==> config.mk <==
export PLATFORM = sky130hd
export DESIGN_NAME = aca_vl_ctrl
export DESIGN_NICKNAME = d
export VERILOG_FILES = /design/src/rtl/aca_vl_ctrl.sv
export SDC_FILE = /design/constraint.sdc
export NUM_CORES = 1
export LEC_CHECK = 0
export BUFFER_PORTS_ARGS = -buffer_cell sky130_fd_sc_hd__buf_2
export CORE_AREA = 4 4 94 96
export CTS_CLUSTER_SIZE = 24
export DETAILED_ROUTE_END_ITERATION = 10
export DIE_AREA = 0 0 98 100
export HOLD_SLACK_MARGIN = 0.05
export PLACE_DENSITY = 0.81
export SYNTH_ARGS = -nofsm -noshare
export SYNTH_HDL_FRONTEND = slang
export SYNTH_SLANG_ARGS = --single-unit
==> constraint.sdc <==
create_clock -name clk -period 4.5 [get_ports clk]
set_clock_uncertainty 0.15 [all_clocks]
set_input_delay 0.225 -clock clk [delete_from_list [all_inputs] [get_ports clk]]
set_output_delay 0.225 -clock clk [all_outputs]
set_load 0.005 [all_outputs]
==> src/rtl/aca_vl_ctrl.sv <==
// Approximate carry-window adder with optional exact recovery: a windowed
// approximation is evaluated in one cycle and, when flagged, redone group by group.
module aca_vl_ctrl #(
  parameter int WIDTH   = 16,
  parameter int VALENCY = 4
) (
  input  logic               clk,
  input  logic               rst,
  input  logic               in_valid,
  output logic               in_ready,
  input  logic [WIDTH-1:0]   a,
  input  logic [WIDTH-1:0]   b,
  input  logic               approx_only,
  output logic               out_valid,
  input  logic               out_ready,
  output logic [WIDTH-1:0]   sum,
  output logic               cout,
  output logic               err_det,
  output logic [15:0]        err_count
);

  localparam int NG = WIDTH / VALENCY;
  localparam int GW = (NG > 1) ? $clog2(NG) : 1;

  typedef enum logic [1:0] {IDLE, EVAL, RECOVER, DONE} state_t;

  state_t             state;
  logic [WIDTH-1:0]   a_r, b_r;
  logic               approx_r;
  logic [GW-1:0]      grp;
  logic               carry_r;

  logic [WIDTH-1:0]   p_r, g_r;
  logic [WIDTH:0]     apx_c;
  logic [WIDTH-1:0]   apx_sum;
  logic               apx_cy;
  logic               err_w;
  logic [VALENCY-1:0] rg_p, rg_g, rg_sum;
  logic               rg_cy;
  int                 lo;
  int                 grp_base;

  assign p_r = a_r ^ b_r;
  assign g_r = a_r & b_r;

  // Each carry only sees the VALENCY bits below it, with carry-in 0 at the window base.
  // NOTE: always_comb uses blocking assignments so each loop step sees the previous one.
  always_comb begin
    apx_c = '0;
    lo    = 0;
    for (int i = 1; i <= WIDTH; i++) begin
      lo     = (i > VALENCY) ? i - VALENCY : 0;
      apx_cy = 1'b0;
      for (int k = 0; k < VALENCY; k++) begin
        if (lo + k < i) apx_cy = g_r[lo+k] | (p_r[lo+k] & apx_cy);
      end
      apx_c[i] = apx_cy;
    end
    apx_sum = p_r ^ apx_c[WIDTH-1:0];
  end

  // A full-propagate run as long as the window means a truncated carry may be lost.
  always_comb begin
    err_w = 1'b0;
    for (int j = 1; j <= WIDTH - VALENCY; j++) begin
      if (&p_r[j +: VALENCY]) err_w = 1'b1;
    end
  end

  // One exact VALENCY-bit ripple group per RECOVER cycle, chained through carry_r.
  always_comb begin
    grp_base = int'(grp) * VALENCY;
    rg_p     = p_r[grp_base +: VALENCY];
    rg_g     = g_r[grp_base +: VALENCY];
    rg_sum   = '0;
    rg_cy    = carry_r;
    for (int k = 0; k < VALENCY; k++) begin
      rg_sum[k] = rg_p[k] ^ rg_cy;
      rg_cy     = rg_g[k] | (rg_p[k] & rg_cy);
    end
  end

  // NOTE: sequential state uses non-blocking assignments so every register samples pre-edge values.
  always_ff @(posedge clk) begin
    if (rst) begin
      state     <= IDLE;
      in_ready  <= 1'b1;
      out_valid <= 1'b0;
      sum       <= '0;
      cout      <= 1'b0;
      err_det   <= 1'b0;
      err_count <= '0;
      a_r       <= '0;
      b_r       <= '0;
      approx_r  <= 1'b0;
      grp       <= '0;
      carry_r   <= 1'b0;
    end else begin
      case (state)
        IDLE: begin
          if (in_valid) begin
            a_r      <= a;
            b_r      <= b;
            approx_r <= approx_only;
            in_ready <= 1'b0;
            state    <= EVAL;
          end
        end
        EVAL: begin
          err_det <= err_w;
          grp     <= '0;
          carry_r <= 1'b0;
          if (!err_w || approx_r) begin
            sum   <= apx_sum;
            cout  <= apx_c[WIDTH];
            state <= DONE;
          end else begin
            if (err_count != 16'hFFFF) err_count <= err_count + 16'd1;
            state <= RECOVER;
          end
        end
        RECOVER: begin
          sum[grp_base +: VALENCY] <= rg_sum;
          carry_r                  <= rg_cy;
          grp                      <= grp + 1'b1;
          if (grp == GW'(NG - 1)) begin
            cout  <= rg_cy;
            state <= DONE;
          end
        end
        DONE: begin
          // out_valid rises one cycle after entering DONE; the handshake needs it high.
          if (!out_valid) begin
            out_valid <= 1'b1;
          end else if (out_ready) begin
            out_valid <= 1'b0;
            in_ready  <= 1'b1;
            state     <= IDLE;
          end
        end
        default: state <= IDLE;
      endcase
    end
  end

endmodule

==> results.json, run 1 <==
{
  "outcome": "complete, no violations",
  "die_area_mm2": 0.00980,
  "num_io_pins": 73,
  "syn_nets": 583,
  "start_kind": "flip-flop",
  "place.detailed.hpwl_mm": 7.81,
  "slew_headroom": 0.212,
  "drtPass1Iterations": 5,
  "critPathCapture": "sum[3]$_SDFFE_PP0P_",
  "drc": 0,
  "synth.top_cells.by_count": "nand2_1, a21oi_1, dfxtp_1",
  "period_share": 0.818,
  "cts-htree-levels": 3,
  "clock_latency_ns": 0.36,
  "die_h_um": 100,
  "port_buffers": 72,
  "tightest_slew_ns": 1.18,
  "core_mm2": 0.00805,
  "yosysSeqAreaShare": 0.343,
  "cts_sinks": 74,
  "timing.final.crit_period_ns": 3.68,
  "grt_max_degree": 71,
  "slew_violations": 0,
  "synth_flop_cell": "dfxtp_1",
  "tns_ns": 0,
  "vias": 4198,
  "synth-async-reset-ratio": 0,
  "dieWidth_um": 98,
  "timing_worst_setup_path_type": "flip-flop to flip-flop",
  "finish.utilization": 0.658,
  "min_path_type": "primary input to flip-flop",
  "required_ns": 4.62,
  "drt-total-wl_mm": 11.0,
  "drtIter0Drc": 206,
  "cts_buffer_depth": 2,
  "layout.nets": 673,
  "antenna_left": 0,
  "synth-edff-count": 0,
  "post-cts-setup-buffers": 0,
  "postSynthCellCount": 514,
  "n_antenna_cell": 0,
  "r2r_start": "a_r[12]$_SDFFE_PP0P_",
  "clock.fmax_mhz": 272,
  "synth.top_cell.area_share": 0.343,
  "synth.top_cells.by_area": "dfxtp_1, a21oi_1, nand2_1, ha_1, mux4_2",
  "routedWlPerCell_um": 15.5,
  "clk_pin_slew_ns": 0.09,
  "rr_worst_depth": 12,
  "p_per_area_mw_per_mm2": 504,
  "worst_setup_path_end_kind": "flip-flop",
  "drive_gt1_frac": 0.190,
  "postSynthAreaPerCell_um2": 8.40,
  "cap_viol_max_count": 0,
  "hold_viol": 0,
  "setup_viol_count_final": 0,
  "worst_ep_arrival_time_ns": 3.80,
  "startpoint": "a_r[12]$_SDFFE_PP0P_",
  "initial_core_util": 0.536,
  "gp_congestion": 0.946,
  "rsz0062_at_grt": "no",
  "cts_buffers": 9,
  "vias_per_cell": 5.88,
  "grt_overflow": 0,
  "r2r-end": "sum[3]$_SDFFE_PP0P_",
  "cts-root-buf": "clkbuf_8",
  "r2r_slack_ns": 0.82,
  "yosysTopAreaCell": "dfxtp_1",
  "ys_seq_elements": 74,
  "cp_max_fo": 9,
  "yosysUniqueCellTypes": 56,
  "yosysMostFrequentCell": "nand2_1",
  "cts_tree": "built",
  "grtUsageTotal": 0.231,
  "synth.cell_area_mm2": 0.00432,
  "ys_warn_count": 0,
  "grt_pass1_vias": 3996,
  "grt_pass1_wl_mm": 18.8,
  "ir_drop_uv": 244,
  "p_leak_nw": 2.24,
  "antenna_found_initial": 0,
  "row_count": 33,
  "syn2layout_area_growth_pct": 22.7
}
metal layers:
metal  routed length (um)  global-route usage  part of all wire
met1                 4800               0.300              0.43
met2                 5390               0.387              0.49
met3                  660              0.0368             0.060
met4                  192              0.0916             0.017
met5                    0                   0                 0
report_power, final:
group          switching [W]  total (W)  internal (W)
Clock               0.000254   0.000650      0.000397
Sequential         0.0000960   0.000905      0.000809
Combinational       0.000670    0.00112      0.000446
layout by cell type, fill, tap and decap left out, types with 8 or more instances in the layout:
cell type,Yosys,final
dlygate4sd3_1,0,35
buf_2,9,72
nor2_1,17,17
dfxtp_1,74,74
a211oi_1,12,12
nand3_1,9,9
or4_1,8,8
inv_1,18,18
a311oi_1,9,9
clkbuf_8,0,11
mux4_2,8,8
ha_1,29,29
a21oi_1,76,76
nand2_1,98,98
o21ai_0,12,12
o31ai_1,8,8
cell type report:
class                   instances  area [um^2]
flip-flops and latches         74         1480
fillers                       661         2750
inverters                      19         71.3
well taps                     105          131
multi-input cells             388         2620
clock buffers                  11          151
clock inverters                 5          100
repair buffers                112          748
cells by family (layout without fill, tap and decap cells):
kind of cell / count (synthesis) / in the layout / synth area share
AOI/OAI and AO/OA: 148 / 148 / 0.215
xor gates and xnor gates: 10 / 10 / 0.0203
adders and majority gates: 32 / 32 / 0.0979
buffers and inverters: 52 / 147 / 0.0533
DFF: 74 / 74 / 0.343
muxes: 16 / 16 / 0.0626
and+or+nand+nor: 182 / 182 / 0.208
flip-flops by register name (all words and copies together) (netlist names):
signal,cells
a_r,16
approx_r,1
b_r,16
carry_r,1
cout,1
err_count,16
err_det,1
grp,2
in_ready,1
out_valid,1
state,2
sum,16
worst min-delay path by stage:
stage	slack, ns	start	end	cells past startpoint
finish	0.19	in_valid	in_ready$_SDFFE_PP1P_	5
global route	0.27	in_valid	in_ready$_SDFFE_PP1P_	5
CTS	0.19	in_valid	in_ready$_SDFFE_PP1P_	5
detailed placement	0.30	a_r[6]$_SDFFE_PP0P_	a_r[6]$_SDFFE_PP0P_	2
global placement	0.30	b_r[7]$_SDFFE_PP0P_	b_r[7]$_SDFFE_PP0P_	2
floorplan	0.21	approx_only	approx_r$_SDFFE_PP0P_	2
critical path: stages, from the launching register on:
cell and delay (ns):
dfxtp_1 0.32, ha_1 0.40, mux4_2 0.50, ha_1 0.19, or2_2 0.29, ha_1 0.17, or2_2 0.29, ha_1 0.17
or2_2 0.29, ha_1 0.35, and3_1 0.17, a21oi_1 0.04, a311oi_1 0.27
through the flow:
stage                     hold WS [ns]  std cells  total power [W]  setup WS [ns]  instance area, um^2
after floorplan                  0.211        514          0.00169          0.995                 4320
after global placement           0.298        663          0.00196          0.902                 4700
after detailed placement         0.303        663          0.00200          0.844                 4700
after CTS                        0.189        714          0.00266          0.828                 5300
after global routing             0.268        714          0.00285          0.705                 5300
final                            0.194        714          0.00267          0.820                 5300
what timing repair did:
item,in CTS,in global routing
resized for setup,0,0
endpoints found under the hold margin,37,0
endpoints found under the setup margin,0,0
hold buffers,35,0
(Power assumes the default switching activity.)
==> run 2: changes to the inputs <==
- ABC_AREA: default -> 1
- CORE_AREA: 4 4 94 96 -> 4 4 98 100
- DIE_AREA: 0 0 98 100 -> 0 0 102 104
- PLACE_DENSITY: 0.81 -> 0.8
- clock period: 4.5 -> 3.53 ns (I/O delays scaled with it)
==> results.json, run 2 <==
{
  "grtUsageTotal": 0.249,
  "cts_sinks": 74,
  "worst_setup_path_end_kind": "flip-flop",
  "grt_overflow": 0,
  "final_area_mm2": 0.00562,
  "timing.final.crit_period_ns": 3.00,
  "ys_warn_count": 0,
  "vias_per_cell": 5.20,
  "cts-htree-levels": 3,
  "cap_viol_max_count": 0,
  "hold_viol": 0,
  "routedWlPerCell_um": 14.0,
  "cts_tree": "built",
  "pwr-share-clk": 0.195,
  "postSynthAreaPerCell_um2": 6.64,
  "drtIter0Drc": 291,
  "ys_seq_elements": 74,
  "drtPass1Iterations": 5,
  "postPlaceCellArea_mm2": 0.00506,
  "yosysUniqueCellTypes": 37,
  "core_mm2": 0.00868,
  "syn_nets": 771,
  "drc": 0,
  "synth_flop_cell": "dfxtp_1",
  "postSynthCellCount": 702,
  "p_per_area_mw_per_mm2": 690,
  "vias": 4751,
  "yosysMostFrequentCell": "nand2_1",
  "min_path_type": "primary input to flip-flop",
  "slew_violations": 0,
  "clock_latency_ns": 0.36,
  "drive_gt1_frac": 0.154,
  "synth-async-reset-ratio": 0,
  "crit_path_max_incr_delay_ns": 0.53,
  "setup_viol_count_final": 0,
  "period_share": 0.850,
  "start_kind": "flip-flop",
  "synth.top_cell.area_share": 0.318,
  "grt_max_degree": 36,
  "critical_path.top_delay_family": "simple AND/OR/NAND/NOR gates",
  "n_antenna_cell": 0,
  "cp_max_fo": 11,
  "rsz0062_at_grt": "no",
  "worst_ep_arrival_time_ns": 3.10,
  "cpMostUsedCell": "nand2_1",
  "drt-total-wl_mm": 12.8,
  "synth.cell_area_mm2": 0.00466,
  "internal-power_w": 0.00215,
  "synth.top_cells.by_area": "dfxtp_1, nand2_1, nor2_1, ha_1, o21ai_0",
  "die_h_um": 104,
  "cts-root-buf": "clkbuf_8",
  "power_w": 0.00388,
  "switching_share": 0.445,
  "yosysTopAreaCell": "dfxtp_1",
  "required_ns": 3.63,
  "power_switching_w": 0.00173,
  "cts_buffers": 9,
  "clk_pin_slew_ns": 0.08,
  "port_buffers": 72,
  "yosysSeqAreaShare": 0.318,
  "initial_core_util": 0.537,
  "comb_power_share": 0.506,
  "outcome": "complete, no violations",
  "cts_buffer_depth": 2,
  "p_leak_nw": 2.70,
  "syn2layout_area_growth_pct": 20.7,
  "antenna_found_initial": 0,
  "slew_headroom": 0.344,
  "row_count": 34,
  "ir_drop_uv": 395,
  "antenna_left": 0,
  "num_io_pins": 73,
  "power_frac_seq": 0.299,
  "crit_slowest_cell": "dfxtp_1",
  "layout.nets": 870,
  "dieWidth_um": 102,
  "timing_worst_setup_path_type": "flip-flop to flip-flop",
  "synth.top_cells.by_count": "nand2_1, nor2_1, inv_1",
  "final_cell_mix": "nand2_1, nor2_1, inv_1",
  "grt_pass1_vias": 4584,
  "cp_cell_sequence": "clkinv_1, a21oi_1, o21ai_0, o21ai_0, nand2_1, ha_1, inv_1, nand2_1, ha_1, inv_1, nand2_1, ha_1, inv_1, nor2_1, and3_1, nor2_1, nand4_1, nand2_1, nor2_1",
  "tightest_slew_ns": 0.983,
  "final_common_cell": "nand2_1",
  "clock.fmax_mhz": 333,
  "tns_ns": 0,
  "synth-edff-count": 0,
  "place.detailed.hpwl_mm": 9.29,
  "die_area_mm2": 0.0106,
  "critPathBufInv": 4,
  "finish.utilization": 0.648,
  "grt_pass1_wl_mm": 21.5,
  "gp_congestion": 0.958
}
==> run 2: area by class of cell <==
class                   instances  area, um^2
clock buffers                  11         141
inverters                      89         337
well taps                     108         135
multi-input cells             516        2710
repair buffers                111         738
flip-flops and latches         74        1480
fillers                       794        3060
clock inverters                 5        77.6
==> run 2: worst register-to-register path, delay by kind of cell, from the launching register on <==
family          cells  cell delay (ns)
buf+inv             4             0.52
simple gates        9             0.73
flops               1             0.53
fa+ha+maj           3             0.62
compound gates      3             0.36
==> run 2: power groups by stage <==
stage          Sequential, W  Combinational (W)  Clock [W]
6_report             0.00116            0.00196   0.000756
5_1_grt              0.00118            0.00224   0.000803
4_1_cts              0.00116            0.00194   0.000762
3_5_place_dp         0.00118            0.00190          0
3_3_place_gp         0.00117            0.00187          0
2_1_floorplan        0.00116            0.00140          0
==> run 2: path summary, 6_finish.rpt <==
check / startpoint / endpoint / slack, ns / depth (start not counted)
worst max-delay path: grp[1]$_SDFFE_PP0P_ / sum[7]$_SDFFE_PP0P_ / 0.53 / 19
worst min-delay path: in_valid / in_ready$_SDFFE_PP1P_ / 0.09 / 3
worst max register to register: grp[1]$_SDFFE_PP0P_ / sum[7]$_SDFFE_PP0P_ / 0.53 / 19
worst min register to register: in_ready$_SDFFE_PP1P_ / in_ready$_SDFFE_PP1P_ / 0.34 / 2
==> run 2: per-stage QoR <==
stage          hold slack, ns  worst slack (ns)  instances
4_1_cts                0.0886             0.535        914
2_1_floorplan           0.193             0.584        702
6_report               0.0907             0.531        914
5_1_grt                 0.115             0.225        914
3_3_place_gp            0.276             0.643        864
3_5_place_dp            0.282             0.560        864
==> run 2: timing repair <==
item,in CTS,in global routing
buffers inserted,0,0
hold buffers,34,0
hold endpoints to repair,34,0
gates resized for setup,0,0
==> run 2: cell families (layout without fill, tap and decap cells) <==
logic type,count (synthesis),count (layout),share of synthesized area
adders and majority gates,32,32,0.0908
AOI/OAI and AO/OA,123,123,0.145
buffers and inverters,112,216,0.0999
DFF,74,74,0.318
xor gates and xnor gates,13,13,0.0244
and+or+nand+nor,348,348,0.322
==> run 2: metal layers <==
layer	wire [um]	track usage
met1	5880	0.338
met2	6120	0.403
met3	578	0.0382
met4	232	0.0759
met5	0	0
